===== src/rtl/adsr_envelope_vca.sv =====
// ADSR envelope generator with a VCA stage: scales the signed oscillator sample
// by a saturating 16-bit envelope once per sample tick.
module adsr_envelope_vca #(
    parameter int DATA_WIDTH = 16,
    parameter int ENV_WIDTH  = 16,
    parameter int TICK_DIV   = 512
) (
    input  logic                  i_Clk,
    input  logic                  i_Reset,
    input  logic                  i_Gate,
    input  logic [ENV_WIDTH-1:0]  i_Attack_Inc,
    input  logic [ENV_WIDTH-1:0]  i_Decay_Dec,
    input  logic [ENV_WIDTH-1:0]  i_Sustain_Level,
    input  logic [ENV_WIDTH-1:0]  i_Release_Dec,
    input  logic [DATA_WIDTH-1:0] i_Sample,
    output logic [DATA_WIDTH-1:0] o_Sample,
    output logic                  o_Sample_Valid,
    output logic [ENV_WIDTH-1:0]  o_Env,
    output logic [2:0]            o_State,
    output logic                  o_Active
);

    localparam int CW = (TICK_DIV > 1) ? $clog2(TICK_DIV) : 1;
    localparam int PW = DATA_WIDTH + ENV_WIDTH;
    localparam logic [ENV_WIDTH-1:0] ENV_MAX  = {ENV_WIDTH{1'b1}};
    localparam logic [ENV_WIDTH-1:0] ENV_ZERO = {ENV_WIDTH{1'b0}};

    typedef enum logic [2:0] {
        ST_IDLE    = 3'd0,
        ST_ATTACK  = 3'd1,
        ST_DECAY   = 3'd2,
        ST_SUSTAIN = 3'd3,
        ST_RELEASE = 3'd4
    } state_t;

    state_t                  state_q, state_d;
    logic [ENV_WIDTH-1:0]    env_q, env_d;
    logic [CW-1:0]           cnt_q, cnt_d;
    logic                    gate_q;
    logic [DATA_WIDTH-1:0]   sample_q, sample_d;
    logic                    valid_q, valid_d;

    logic                    tick_s;
    logic                    rise_s;
    logic                    fall_s;
    logic [ENV_WIDTH:0]      sum_s;
    logic [ENV_WIDTH-1:0]    dec_diff_s;
    logic [ENV_WIDTH-1:0]    rel_diff_s;
    logic signed [PW-1:0]    sample_ext_s;
    logic signed [PW-1:0]    env_ext_s;
    logic signed [PW-1:0]    prod_s;
    logic                    unused_prod_s;

    assign tick_s       = (cnt_q == CW'(TICK_DIV - 1));
    assign rise_s       = i_Gate & ~gate_q;
    assign fall_s       = ~i_Gate & ((state_q == ST_ATTACK) || (state_q == ST_DECAY) ||
                                     (state_q == ST_SUSTAIN));
    assign sum_s        = {1'b0, env_q} + {1'b0, i_Attack_Inc};
    assign dec_diff_s   = env_q - i_Decay_Dec;
    assign rel_diff_s   = env_q - i_Release_Dec;
    // The envelope is zero-extended so the multiply treats it as a positive gain.
    assign sample_ext_s = {{ENV_WIDTH{i_Sample[DATA_WIDTH-1]}}, i_Sample};
    assign env_ext_s    = {{DATA_WIDTH{1'b0}}, env_q};
    assign prod_s       = sample_ext_s * env_ext_s;
    assign unused_prod_s = ^prod_s[ENV_WIDTH-1:0];

    // Next-state logic: gate events take priority over the per-tick envelope step.
    always_comb begin
        state_d  = state_q;
        env_d    = env_q;
        cnt_d    = tick_s ? {CW{1'b0}} : cnt_q + CW'(1);
        valid_d  = tick_s;
        sample_d = sample_q;
        if (tick_s) begin
            sample_d = prod_s[PW-1:ENV_WIDTH];
        end else begin
            sample_d = sample_q;
        end
        if (rise_s) begin
            state_d = ST_ATTACK;
        end else if (fall_s) begin
            state_d = ST_RELEASE;
        end else if (tick_s) begin
            case (state_q)
                ST_IDLE: begin
                    env_d = ENV_ZERO;
                end
                ST_ATTACK: begin
                    if ((i_Attack_Inc == ENV_ZERO) || sum_s[ENV_WIDTH] ||
                        (sum_s[ENV_WIDTH-1:0] == ENV_MAX)) begin
                        env_d   = ENV_MAX;
                        state_d = ST_DECAY;
                    end else begin
                        env_d = sum_s[ENV_WIDTH-1:0];
                    end
                end
                ST_DECAY: begin
                    // dec >= env saturates the difference to 0, which is always <= sustain
                    if ((i_Decay_Dec == ENV_ZERO) || (i_Decay_Dec >= env_q) ||
                        (dec_diff_s <= i_Sustain_Level)) begin
                        env_d   = i_Sustain_Level;
                        state_d = ST_SUSTAIN;
                    end else begin
                        env_d = dec_diff_s;
                    end
                end
                ST_SUSTAIN: begin
                    env_d = i_Sustain_Level;
                end
                ST_RELEASE: begin
                    if ((i_Release_Dec == ENV_ZERO) || (i_Release_Dec >= env_q)) begin
                        env_d   = ENV_ZERO;
                        state_d = ST_IDLE;
                    end else begin
                        env_d = rel_diff_s;
                    end
                end
                default: begin
                    env_d   = ENV_ZERO;
                    state_d = ST_IDLE;
                end
            endcase
        end else begin
            env_d = env_q;
        end
    end

    // State and datapath registers with synchronous reset.
    always_ff @(posedge i_Clk) begin
        if (i_Reset) begin
            state_q  <= ST_IDLE;
            env_q    <= ENV_ZERO;
            cnt_q    <= {CW{1'b0}};
            gate_q   <= 1'b0;
            sample_q <= {DATA_WIDTH{1'b0}};
            valid_q  <= 1'b0;
        end else begin
            state_q  <= state_d;
            env_q    <= env_d;
            cnt_q    <= cnt_d;
            gate_q   <= i_Gate;
            sample_q <= sample_d;
            valid_q  <= valid_d;
        end
    end

    assign o_Sample       = sample_q;
    assign o_Sample_Valid = valid_q;
    assign o_Env          = env_q;
    assign o_State        = state_q;
    assign o_Active       = (state_q != ST_IDLE);

endmodule


===== config.mk =====
export PLATFORM = sky130hd
export DESIGN_NAME = adsr_envelope_vca
export DESIGN_NICKNAME = d
export VERILOG_FILES = /design/src/rtl/adsr_envelope_vca.sv
export SDC_FILE = /design/constraint.sdc
export NUM_CORES = 1
export LEC_CHECK = 0
export BUFFER_PORTS_ARGS = -buffer_cell sky130_fd_sc_hd__buf_2
export CAP_MARGIN = 10
export CORE_MARGIN = 10
export CORE_UTILIZATION = 35
export DETAILED_ROUTE_END_ITERATION = 8
export GPL_TIMING_DRIVEN = 1
export PLACE_DENSITY = 0.59
export SLEW_MARGIN = 20
export SYNTH_ARGS = -nofsm -noshare
export SYNTH_HDL_FRONTEND = slang
export SYNTH_SLANG_ARGS = --single-unit

===== constraint.sdc =====
create_clock -name i_Clk -period 9.4 [get_ports i_Clk]
set_input_delay 0.47 -clock i_Clk [delete_from_list [all_inputs] [get_ports i_Clk]]
set_output_delay 0.47 -clock i_Clk [all_outputs]
set_load 0.1 [all_outputs]

==> flow_metrics.py, run 1 <==
metrics = {
    "outcome": {
        "status": "completed",
    },
    "detailed_routing": {
        "firstDrtPassIters": 5,
        "totalWireLength_mm": 40.34,
        "wl_per_cell_um": 18.38,
        "drc": 0,
        "vias": 11460,
        "drt_iter0_markers": 803,
        "ant_nets": 0,
        "vias_per_cell": 5.221,
    },
    "floorplan": {
        "num_io_pins": 120,
        "dieArea_um2": 46410,
        "rows": 71,
        "die_x_um": 215.4,
        "die_h_um": 215.4,
        "start_util_pct": 35.49,
        "fp.coreArea_um2": 37670,
    },
    "clock_tree": {
        "cts_root_buffer": "clkbuf_16",
        "cts_sinks": 46,
        "clkTransAtPathRegs_ns": 0.07,
        "postCtsSetupBuffers": 0,
        "postCtsHoldBufs": 0,
        "cts-resized-gates": 0,
        "clk_path_buf_depth": 2,
        "cts_tree": "yes",
        "clock_latency_ns": 0.30,
        "cts_htree_levels": 2,
        "cts_buffers": 5,
    },
    "grt": {
        "grt_pass1_wl_mm": 66.21,
        "antenna_found_initial": 0,
        "grt_max_degree": 29,
        "grt_pass1_vias": 12407,
        "gr-usage-all-layers_pct": 17.56,
        "overflow": 0,
    },
    "timing": {
        "tightest_slew_ns": 1.142,
        "rsz0062_at_grt": "no",
        "hold_viol_final": 0,
        "slew_violations": 0,
        "slew_headroom_pct": 23.74,
        "setup_viol": 0,
        "min_period_ns": 7.011,
        "fmax_mhz": 142.6,
        "setup_ws_ns": 2.389,
        "finClkSkew_ns": 0.006918,
        "finalSetupTns_ns": 0,
        "layout_worst_path_cycle_share_pct": 74.59,
    },
    "pwr": {
        "p_per_area_nw_per_um2": 38.82,
        "ir_worst_vdd_mv": 0.07002,
        "power.leakage_nw": 7.386,
        "power_w": 0.0005685,
    },
    "worst_setup_path": {
        "cp_cell_sequence": "nand2_1, fa_1, fa_1, fa_1, inv_1, fa_1, fa_1, inv_1, fa_1, inv_1, ha_1, a211oi_1, o211a_1, nand3_1, a31oi_1, a21o_1, o211ai_1, a2111oi_0, nor3_1",
        "arrival_ns": 7.19,
        "cp_slowest_cell": "dfxtp_1",
        "path_max_fanout": 21,
        "cp.required_ns": 9.58,
        "critPathLaunchType": "flip-flop",
        "worst-setup-path-type": "flip-flop to flip-flop",
        "critPathCaptureType": "flip-flop",
        "critPathMostFrequentCell": "fa_1",
        "ff2ff_setup_slack_ns": 2.39,
        "path_delay_family": "adder cells",
        "cp.buffers_inverters": 3,
        "max_stage_delay_ns": 1.08,
    },
    "cells_and_area": {
        "final_cell_mix": "288 x inv_1, 196 x fa_1, 191 x nand2_1",
        "insertedDiodeCount": 0,
        "syn2layout_area_growth_pct": 9.557,
        "post-route-util_pct": 38.88,
        "final_common_cell": "inv_1",
        "fin_area_um2": 14640,
        "nNetsFinal": 2142,
        "final_layout_size_suffix_gt1_share_pct": 9.264,
    },
    "placed_design": {
        "pre_cts_ws_ns": 2.440,
        "routabilityCongestion": 0.9284,
        "port_buffers": 119,
        "dpl.hpwl_mm": 33.03,
        "placed_cell_area_um2": 14490,
    },
    "synth": {
        "synthTopCellsByArea": "fa_1 29%, ha_1 17%, inv_1 8.1%",
        "netlist_area_um2": 13370,
        "synthArstFlopShare_pct": 0,
        "ys_seq_elements": 46,
        "synth.largest_area_cell": "fa_1",
        "ys_seq_area_share_pct": 6.889,
        "synth_fp_nets": 2058,
        "synthFlopType": "dfxtp_1",
        "synth-edff-count": 0,
        "synth_cells": 1599,
        "yosysTopAreaCellShare_pct": 29.36,
        "synth.distinct_cells": 71,
        "yosysWarnings": 0,
        "syn_area_per_cell_um2": 8.359,
    },
    "hold_path": {
        "min_path_type": "flip-flop to flip-flop",
    },
    "job": {
        "cap_violations": 0,
    },
}
## flip-flops by register name (all words and copies together) (netlist names)
name            count
o_State             3
cnt_q               9
o_Env              16
o_Sample           16
gate_q              1
o_Sample_Valid      1
## per-layer routing
| metal | share of wire [%] | vias up | GRT usage, % |
|---|---|---|---|
| li1 | - | 5409 | - |
| met1 | 45 | 5682 | 22.56 |
| met2 | 47 | 307 | 30.21 |
| met3 | 4.4 | 62 | 1.846 |
| met4 | 3.1 | 0 | 5.773 |
| met5 | 0 | - | 0 |
## cells by family (layout without fill, tap and decap cells)
family          after synthesis  in the layout  synth area share (%)
simple gates                476            476                 17.50
fa+ha+maj                   376            376                 46.20
buf+inv                     344            429                 9.679
compound gates              285            285                 14.78
xor+xnor                     54             54                 3.538
flops                        46             46                 6.889
mux                          18             18                 1.404
## worst reg2reg max path, delay by kind of cell, from the launching register on
family,cells,cell delay (ns)
compound gates,6,1.96
fa+ha+maj,7,3.31
buf+inv,3,0.14
flops,1,1.08
simple gates,3,0.41
## worst paths after layout
path	cells past startpoint	from	to
max reg2reg	19	o_Env[9]	o_Sample[15]
min reg2reg	2	o_Sample[12]	o_Sample[12]
max	19	o_Env[9]	o_Sample[15]
min	2	o_Sample[12]	o_Sample[12]
## metrics by stage
step	cells	hold WS (ns)
floorplan	1599	0.4176
global placement	2187	0.4288
detailed placement	2187	0.4397
CTS	2195	0.4542
global route	2195	0.4704
finish	2195	0.4530
## synth_stat cells, drive strengths merged (9+ instances only)
cell type,count
ha,180
nor2,60
inv,288
clkbuf,51
o21ai,49
fa,196
mux2i,15
nor2b,11
nor3,13
nand3,18
dfxtp,46
xor2,22
a21o,38
and2,112
a221oi,18
nand2b,13
o21a,15
nand4,15
and3,10
a21oi,73
a31oi,11
nor4,13
o211ai,9
nand2,192
xnor2,32
## final cells by class
class | count | area, µm²
Fill cell | 3894 | 23020
Multi-Input combinational cell | 1209 | 11150
Inverter | 289 | 1085
Sequential cell | 46 | 920.9
Timing Repair Buffer | 132 | 693.2
Tap cell | 511 | 639.4
Clock buffer | 6 | 138.9
Clock inverter | 2 | 12.51
## report_power, final
| group | internal [W] | leakage (nW) | total [W] | switching, W |
|---|---|---|---|---|
| Sequential | 0.000197 | 0.372 | 0.000199 | 0.00000252 |
| Clock | 0.000105 | 0.0729 | 0.000187 | 0.0000811 |
| Combinational | 0.0000648 | 6.94 | 0.000183 | 0.000118 |
(Power assumes the default switching activity.)
==> run 2, diff against run 1 <==
--- a/config.mk
+++ b/config.mk
@@ -5,13 +5,14 @@
 export SDC_FILE = /design/constraint.sdc
 export NUM_CORES = 1
 export LEC_CHECK = 0
+export ABC_AREA = 1
 export BUFFER_PORTS_ARGS = -buffer_cell sky130_fd_sc_hd__buf_2
 export CAP_MARGIN = 10
 export CORE_MARGIN = 10
 export CORE_UTILIZATION = 35
 export DETAILED_ROUTE_END_ITERATION = 8
 export GPL_TIMING_DRIVEN = 1
-export PLACE_DENSITY = 0.59
+export PLACE_DENSITY = 0.58
 export SLEW_MARGIN = 20
 export SYNTH_ARGS = -nofsm -noshare
 export SYNTH_HDL_FRONTEND = slang
==> constraint.sdc (replaced) <==
create_clock -name i_Clk -period 6.6 [get_ports i_Clk]
set_input_delay 0.33 -clock i_Clk [delete_from_list [all_inputs] [get_ports i_Clk]]
set_output_delay 0.33 -clock i_Clk [all_outputs]
set_load 0.1 [all_outputs]
==> run 2 against run 1 <==
  * Routed wire length is 16% higher
  * Critical endpoint is now o_Sample[10]
  * Hold slack got worse by 0.20 ns
  * First-iteration DRC count is 17% higher
  * Total power up 49%
  * Non-clock buffer count increased by 16
  * Largest power group is now combinational logic
  * Global-route usage is 1.1 points higher
  * Final cell count is 29% higher
  * Sequential share of layout area down 0.57 points
==> flow_metrics.py, run 2 <==
metrics = {
    "outcome": {
        "status": "completed",
    },
    "clock_tree": {
        "cts_root_buffer": "clkbuf_16",
        "postCtsSetupBuffers": 0,
        "cts_htree_levels": 2,
        "cts_sinks": 46,
        "clkTransAtPathRegs_ns": 0.08,
        "clock_latency_ns": 0.31,
        "postCtsHoldBufs": 0,
        "cts-resized-gates": 0,
        "clk_path_buf_depth": 2,
        "cts_buffers": 5,
        "cts_tree": "yes",
    },
    "cells_and_area": {
        "multiInputGateArea_um2": 11520,
        "post-route-util_pct": 38.45,
        "insertedDiodeCount": 0,
        "final_cell_mix": "631 x nand2_1, 531 x inv_1, 196 x fa_1",
        "seq_area_um2": 920.9,
        "fin_area_um2": 16090,
        "fillCellCount": 4507,
        "nNetsFinal": 2758,
        "final_common_cell": "nand2_1",
        "final_layout_size_suffix_gt1_share_pct": 8.783,
        "syn2layout_area_growth_pct": 8.861,
    },
    "worst_setup_path": {
        "cp_slowest_cell": "dfxtp_1",
        "arrival_ns": 6.30,
        "worst-setup-path-type": "flip-flop to flip-flop",
        "reg2regPathDepth": 19,
        "max_stage_delay_ns": 0.91,
        "path_max_fanout": 19,
        "critPathCaptureType": "flip-flop",
        "cp.required_ns": 6.80,
        "critPathMostFrequentCell": "fa_1",
        "critPathLaunchType": "flip-flop",
        "cp_cell_sequence": "nand2_1, fa_1, fa_1, inv_1, fa_1, fa_1, fa_1, inv_1, fa_1, inv_1, ha_1, a21oi_1, inv_1, a21oi_1, o21ai_0, a221oi_1, o21ai_0, o21ai_0, nand2_1",
    },
    "synth": {
        "synth_compound_area_share_pct": 7.871,
        "muxShareOfSynthArea_pct": 0,
        "synth_fp_nets": 2679,
        "yosysMostFrequentCell": "nand2_1",
        "ys_seq_elements": 46,
        "synth.largest_area_cell": "fa_1",
        "synthArstFlopShare_pct": 0,
        "yosysTopAreaCellShare_pct": 26.54,
        "yosysWarnings": 0,
        "synthTopCellsByArea": "fa_1 27%, nand2_1 16%, ha_1 15%",
        "synth_top_family_by_area": "adder cells",
        "synth.distinct_cells": 47,
        "synthFlopType": "dfxtp_1",
        "netlist_area_um2": 14780,
        "syn_area_per_cell_um2": 6.659,
        "synth-simple-area-share_pct": 27.01,
        "yosys-top-cells-count": "631 x nand2_1, 531 x inv_1, 196 x fa_1, 180 x ha_1, 132 x nor2_1",
        "ys_seq_area_share_pct": 6.229,
        "synth_xor_area_share_pct": 1.244,
        "synth_fa_ha_area_share_pct": 41.78,
        "synth_cells": 2220,
        "synth-edff-count": 0,
    },
    "grt": {
        "grt_max_degree": 25,
        "grt_util_met3_pct": 2.537,
        "gr-usage-all-layers_pct": 18.61,
        "grt_use_met2_pct": 31.74,
        "grt_pass1_wl_mm": 75.60,
        "use_met1_pct": 24.65,
        "grt_pass1_vias": 14006,
        "overflow": 0,
        "grt.busiest_layer": "met2",
        "antenna_found_initial": 1,
    },
    "timing": {
        "slew_violations": 0,
        "layout_worst_path_cycle_share_pct": 92.41,
        "min_period_ns": 6.099,
        "rsz0062_at_grt": "no",
        "finalSetupTns_ns": 0,
        "hold_viol_final": 0,
        "setup_viol": 0,
        "finClkSkew_ns": 0.01443,
        "tightest_slew_ns": 0.9384,
        "fmax_mhz": 164.0,
        "slew_headroom_pct": 37.36,
    },
    "pwr": {
        "ir_worst_vdd_mv": 0.09421,
        "p_per_area_nw_per_um2": 52.59,
        "power.leakage_nw": 9.593,
    },
    "floorplan": {
        "num_io_pins": 120,
        "die_x_um": 225.5,
        "dieArea_um2": 50860,
        "start_util_pct": 35.32,
        "rows": 75,
        "die_h_um": 225.5,
        "fp.coreArea_um2": 41850,
    },
    "placed_design": {
        "dpl.hpwl_mm": 39.79,
        "routabilityCongestion": 0.9352,
        "port_buffers": 119,
        "placed_cell_area_um2": 15940,
    },
    "detailed_routing": {
        "wl_per_cell_um": 16.51,
        "firstDrtPassIters": 5,
        "ant_nets": 0,
        "drc": 0,
        "drt_iter0_markers": 938,
        "vias_per_cell": 4.866,
        "vias": 13815,
        "totalWireLength_mm": 46.87,
    },
    "hold_path": {
        "min_path_type": "input port to flip-flop",
        "worstHoldPathCells": 3,
    },
    "job": {
        "cap_violations": 0,
    },
}
==> run 2: kinds of logic after synthesis <==
logic type               Yosys count
AND/OR/NAND/NOR                  954
adder cells (fa/ha/maj)          376
AO/OA/AOI/OAI                    210
flip-flops                        46
XOR/XNOR                          21
buffers and inverters            613
==> run 2: area by class of cell <==
cell class / instances / share of cell area, %
clock buffers: 5 / 0.7775
clock inverters: 3 / 0.1322
inverters: 537 / 12.53
multi-input cells: 1561 / 71.60
flip-flops and latches: 46 / 5.722
well taps: 539 / 4.191
repair buffers: 148 / 5.054
==> run 2: power by group <==
part / switching [W] / internal (W)
Clock: 0.000130 / 0.000141
Sequential: 0.00000214 / 0.000280
Combinational: 0.000200 / 0.0000938
Total: 0.000332 / 0.000515
==> run 2: critical path: cells and delay by family (launching register included) <==
| family | cells | cell delay [ns] |
|---|---|---|
| AO/OA/AOI/OAI | 6 | 1.20 |
| adder cells (fa/ha/maj) | 7 | 3.37 |
| buffers and inverters | 4 | 0.24 |
| flip-flops | 1 | 0.91 |
| AND/OR/NAND/NOR | 2 | 0.26 |
==> run 2: path summary, 6_finish.rpt <==
path         slack [ns]            to         start
max reg2reg        0.50  o_Sample[10]      o_Env[9]
min                0.26        gate_q        i_Gate
max                0.50  o_Sample[10]      o_Env[9]
min reg2reg        0.45  o_Sample[15]  o_Sample[15]
==> run 2: per-layer routing <==
metal  vias to the layer above  share of wire (%)
met2                       323                 47
met1                      6589                 45
li1                       6853                  -
met4                         2                1.9
met3                        48                5.2
met5                         -              0.028
==> run 2: per-stage QoR <==
step | worst slack (ns) | cells | hold slack [ns] | total power (W)
detailed placement | 0.5646 | 2831 | 0.4384 | 0.0005793
CTS | 0.5147 | 2839 | 0.2501 | 0.0008557
global placement | 0.6398 | 2831 | 0.4309 | 0.0005771
floorplan | 0.4040 | 2220 | 0.4176 | 0.0004805
global route | 0.07468 | 2839 | 0.2921 | 0.0008971
finish | 0.5012 | 2839 | 0.2572 | 0.0008463
==> run 3, diff against run 2 <==
--- a/config.mk
+++ b/config.mk
@@ -13,6 +13,7 @@
 export DETAILED_ROUTE_END_ITERATION = 8
 export GPL_TIMING_DRIVEN = 1
 export PLACE_DENSITY = 0.58
+export RECOVER_POWER = 25
 export SLEW_MARGIN = 20
 export SYNTH_ARGS = -nofsm -noshare
 export SYNTH_HDL_FRONTEND = slang
==> run 3 against run 2 <==
  * Sequential share of layout area barely moved
  * Clock-buffer cell count did not move
  * Register-to-register slack barely moved
==> flow_metrics.py, run 3 (synthesis results as in run 2) <==
metrics = {
    "timing": {
        "slew_violations": 0,
        "timing.hold.ws_ns": 0.2574,
        "setup_viol": 0,
        "min_period_ns": 6.113,
        "rsz0062_at_grt": "no",
        "layout_worst_path_cycle_share_pct": 92.63,
        "finClkSkew_ns": 0.01446,
        "finalSetupTns_ns": 0,
        "hold_viol_final": 0,
        "fmax_mhz": 163.6,
        "slew_headroom_pct": 16.54,
        "tightest_slew_ns": 1.252,
    },
    "worst_setup_path": {
        "timing.rr.end": "o_Sample[10]",
        "cp.buffers_inverters": 4,
        "max_stage_delay_ns": 0.92,
        "crit_start": "o_Env[9]",
        "cp.required_ns": 6.80,
        "path_delay_family": "adder cells",
        "path_max_fanout": 19,
        "critPathCaptureType": "flip-flop",
        "reg2regPathDepth": 19,
        "critPathLaunchType": "flip-flop",
        "ff2ff_setup_slack_ns": 0.49,
        "arrival_ns": 6.32,
        "reg2reg_from": "o_Env[9]",
        "cp_cell_sequence": "nand2_1, fa_1, fa_1, inv_1, fa_1, fa_1, fa_1, inv_1, fa_1, inv_1, ha_1, a21oi_1, inv_1, a21oi_1, o21ai_0, a221oi_1, o21ai_0, o21ai_0, nand2_1",
        "worst-setup-path-type": "flip-flop to flip-flop",
        "cp.depth": 19,
        "critPathMostFrequentCell": "fa_1",
        "cp_slowest_cell": "dfxtp_1",
        "cp-endpoint": "o_Sample[10]",
    },
    "detailed_routing": {
        "drc": 0,
        "ant_nets": 0,
        "vias_per_cell": 4.865,
        "vias": 13812,
        "totalWireLength_mm": 46.83,
        "firstDrtPassIters": 5,
        "drt_iter0_markers": 935,
        "wl_per_cell_um": 16.50,
    },
    "clock_tree": {
        "cts_buffers": 5,
        "postCtsSetupBuffers": 0,
        "cts_sinks": 46,
        "clkTransAtPathRegs_ns": 0.08,
        "cts_tree": "yes",
        "cts-resized-gates": 0,
        "clock_latency_ns": 0.31,
        "cts_htree_levels": 2,
        "cts_root_buffer": "clkbuf_16",
        "clk_path_buf_depth": 2,
        "postCtsHoldBufs": 0,
    },
    "pwr": {
        "p_per_area_nw_per_um2": 52.66,
        "ir_worst_vdd_mv": 0.09430,
        "power.leakage_nw": 9.507,
    },
    "floorplan": {
        "die_h_um": 225.5,
        "rows": 75,
        "num_io_pins": 120,
        "die_x_um": 225.5,
        "fp.coreArea_um2": 41850,
        "dieArea_um2": 50860,
        "start_util_pct": 35.32,
    },
    "cells_and_area": {
        "finalNonFillerCells": 2839,
        "fillCellCount": 4513,
        "final_cell_mix": "631 x nand2_1, 531 x inv_1, 196 x fa_1",
        "insertedDiodeCount": 0,
        "final_layout_size_suffix_gt1_share_pct": 7.913,
        "multiInputGateArea_um2": 11520,
        "seq_area_um2": 920.9,
        "final_common_cell": "nand2_1",
        "fin_area_um2": 16070,
        "nNetsFinal": 2758,
        "post-route-util_pct": 38.39,
        "syn2layout_area_growth_pct": 8.692,
    },
    "grt": {
        "grt_pass1_vias": 14006,
        "antenna_found_initial": 1,
        "grt_pass1_wl_mm": 75.60,
        "grt_max_degree": 25,
        "gr-usage-all-layers_pct": 18.61,
        "overflow": 0,
    },
    "placed_design": {
        "placed_cell_area_um2": 15940,
        "port_buffers": 119,
        "routabilityCongestion": 0.9352,
        "dp_cells": 2831,
        "dpl.hpwl_mm": 39.79,
    },
    "job": {
        "cap_violations": 0,
    },
    "outcome": {
        "status": "completed",
    },
    "hold_path": {
        "hp-start": "i_Gate",
        "min_path_type": "input port to flip-flop",
    },
}
-- run 3: layer usage --
layer,global-route usage (%),routed length (µm),vias to the layer above
met3,2.537,2416,44
met1,24.65,21300,6592
met5,0,13,-
met4,3.551,871,2
li1,-,-,6850
met2,31.74,22240,324
-- run 3: cell type report --
type / count / area share (%)
multi-input combinational: 1561 / 71.71
inverter: 537 / 12.54
sequential: 46 / 5.731
timing repair buffer: 148 / 4.906
tap: 539 / 4.197
clock buffer: 5 / 0.7787
clock inverter: 3 / 0.1324
-- run 3: stage by stage --
step	total power, W	worst slack, ns
after global routing	0.0008969	0.07468
after detailed placement	0.0005793	0.5646
after global placement	0.0005771	0.6398
after floorplan	0.0004805	0.4040
final	0.0008462	0.4867
after CTS	0.0008557	0.5147
-- run 3: where the power goes --
group / leakage [nW] / switching (W) / internal (W)
Combinational: 9.07 / 0.000200 / 0.0000936
Clock: 0.0698 / 0.000130 / 0.000141
Sequential: 0.372 / 0.00000220 / 0.000280
Total: 9.51 / 0.000332 / 0.000514
-- run 3: worst min-delay path by stage --
stage	depth (start not counted)	slack [ns]	end
finish	3	0.26	gate_q
global route	3	0.29	gate_q
CTS	3	0.25	gate_q
detailed placement	2	0.44	o_Sample[4]
global placement	1	0.43	cnt_q[0]
floorplan	1	0.42	cnt_q[0]
-- run 3: worst min-delay path, cell delays in order --
cell	delay, ns
buf_2	0.10
inv_1	0.05
nor2_1	0.04
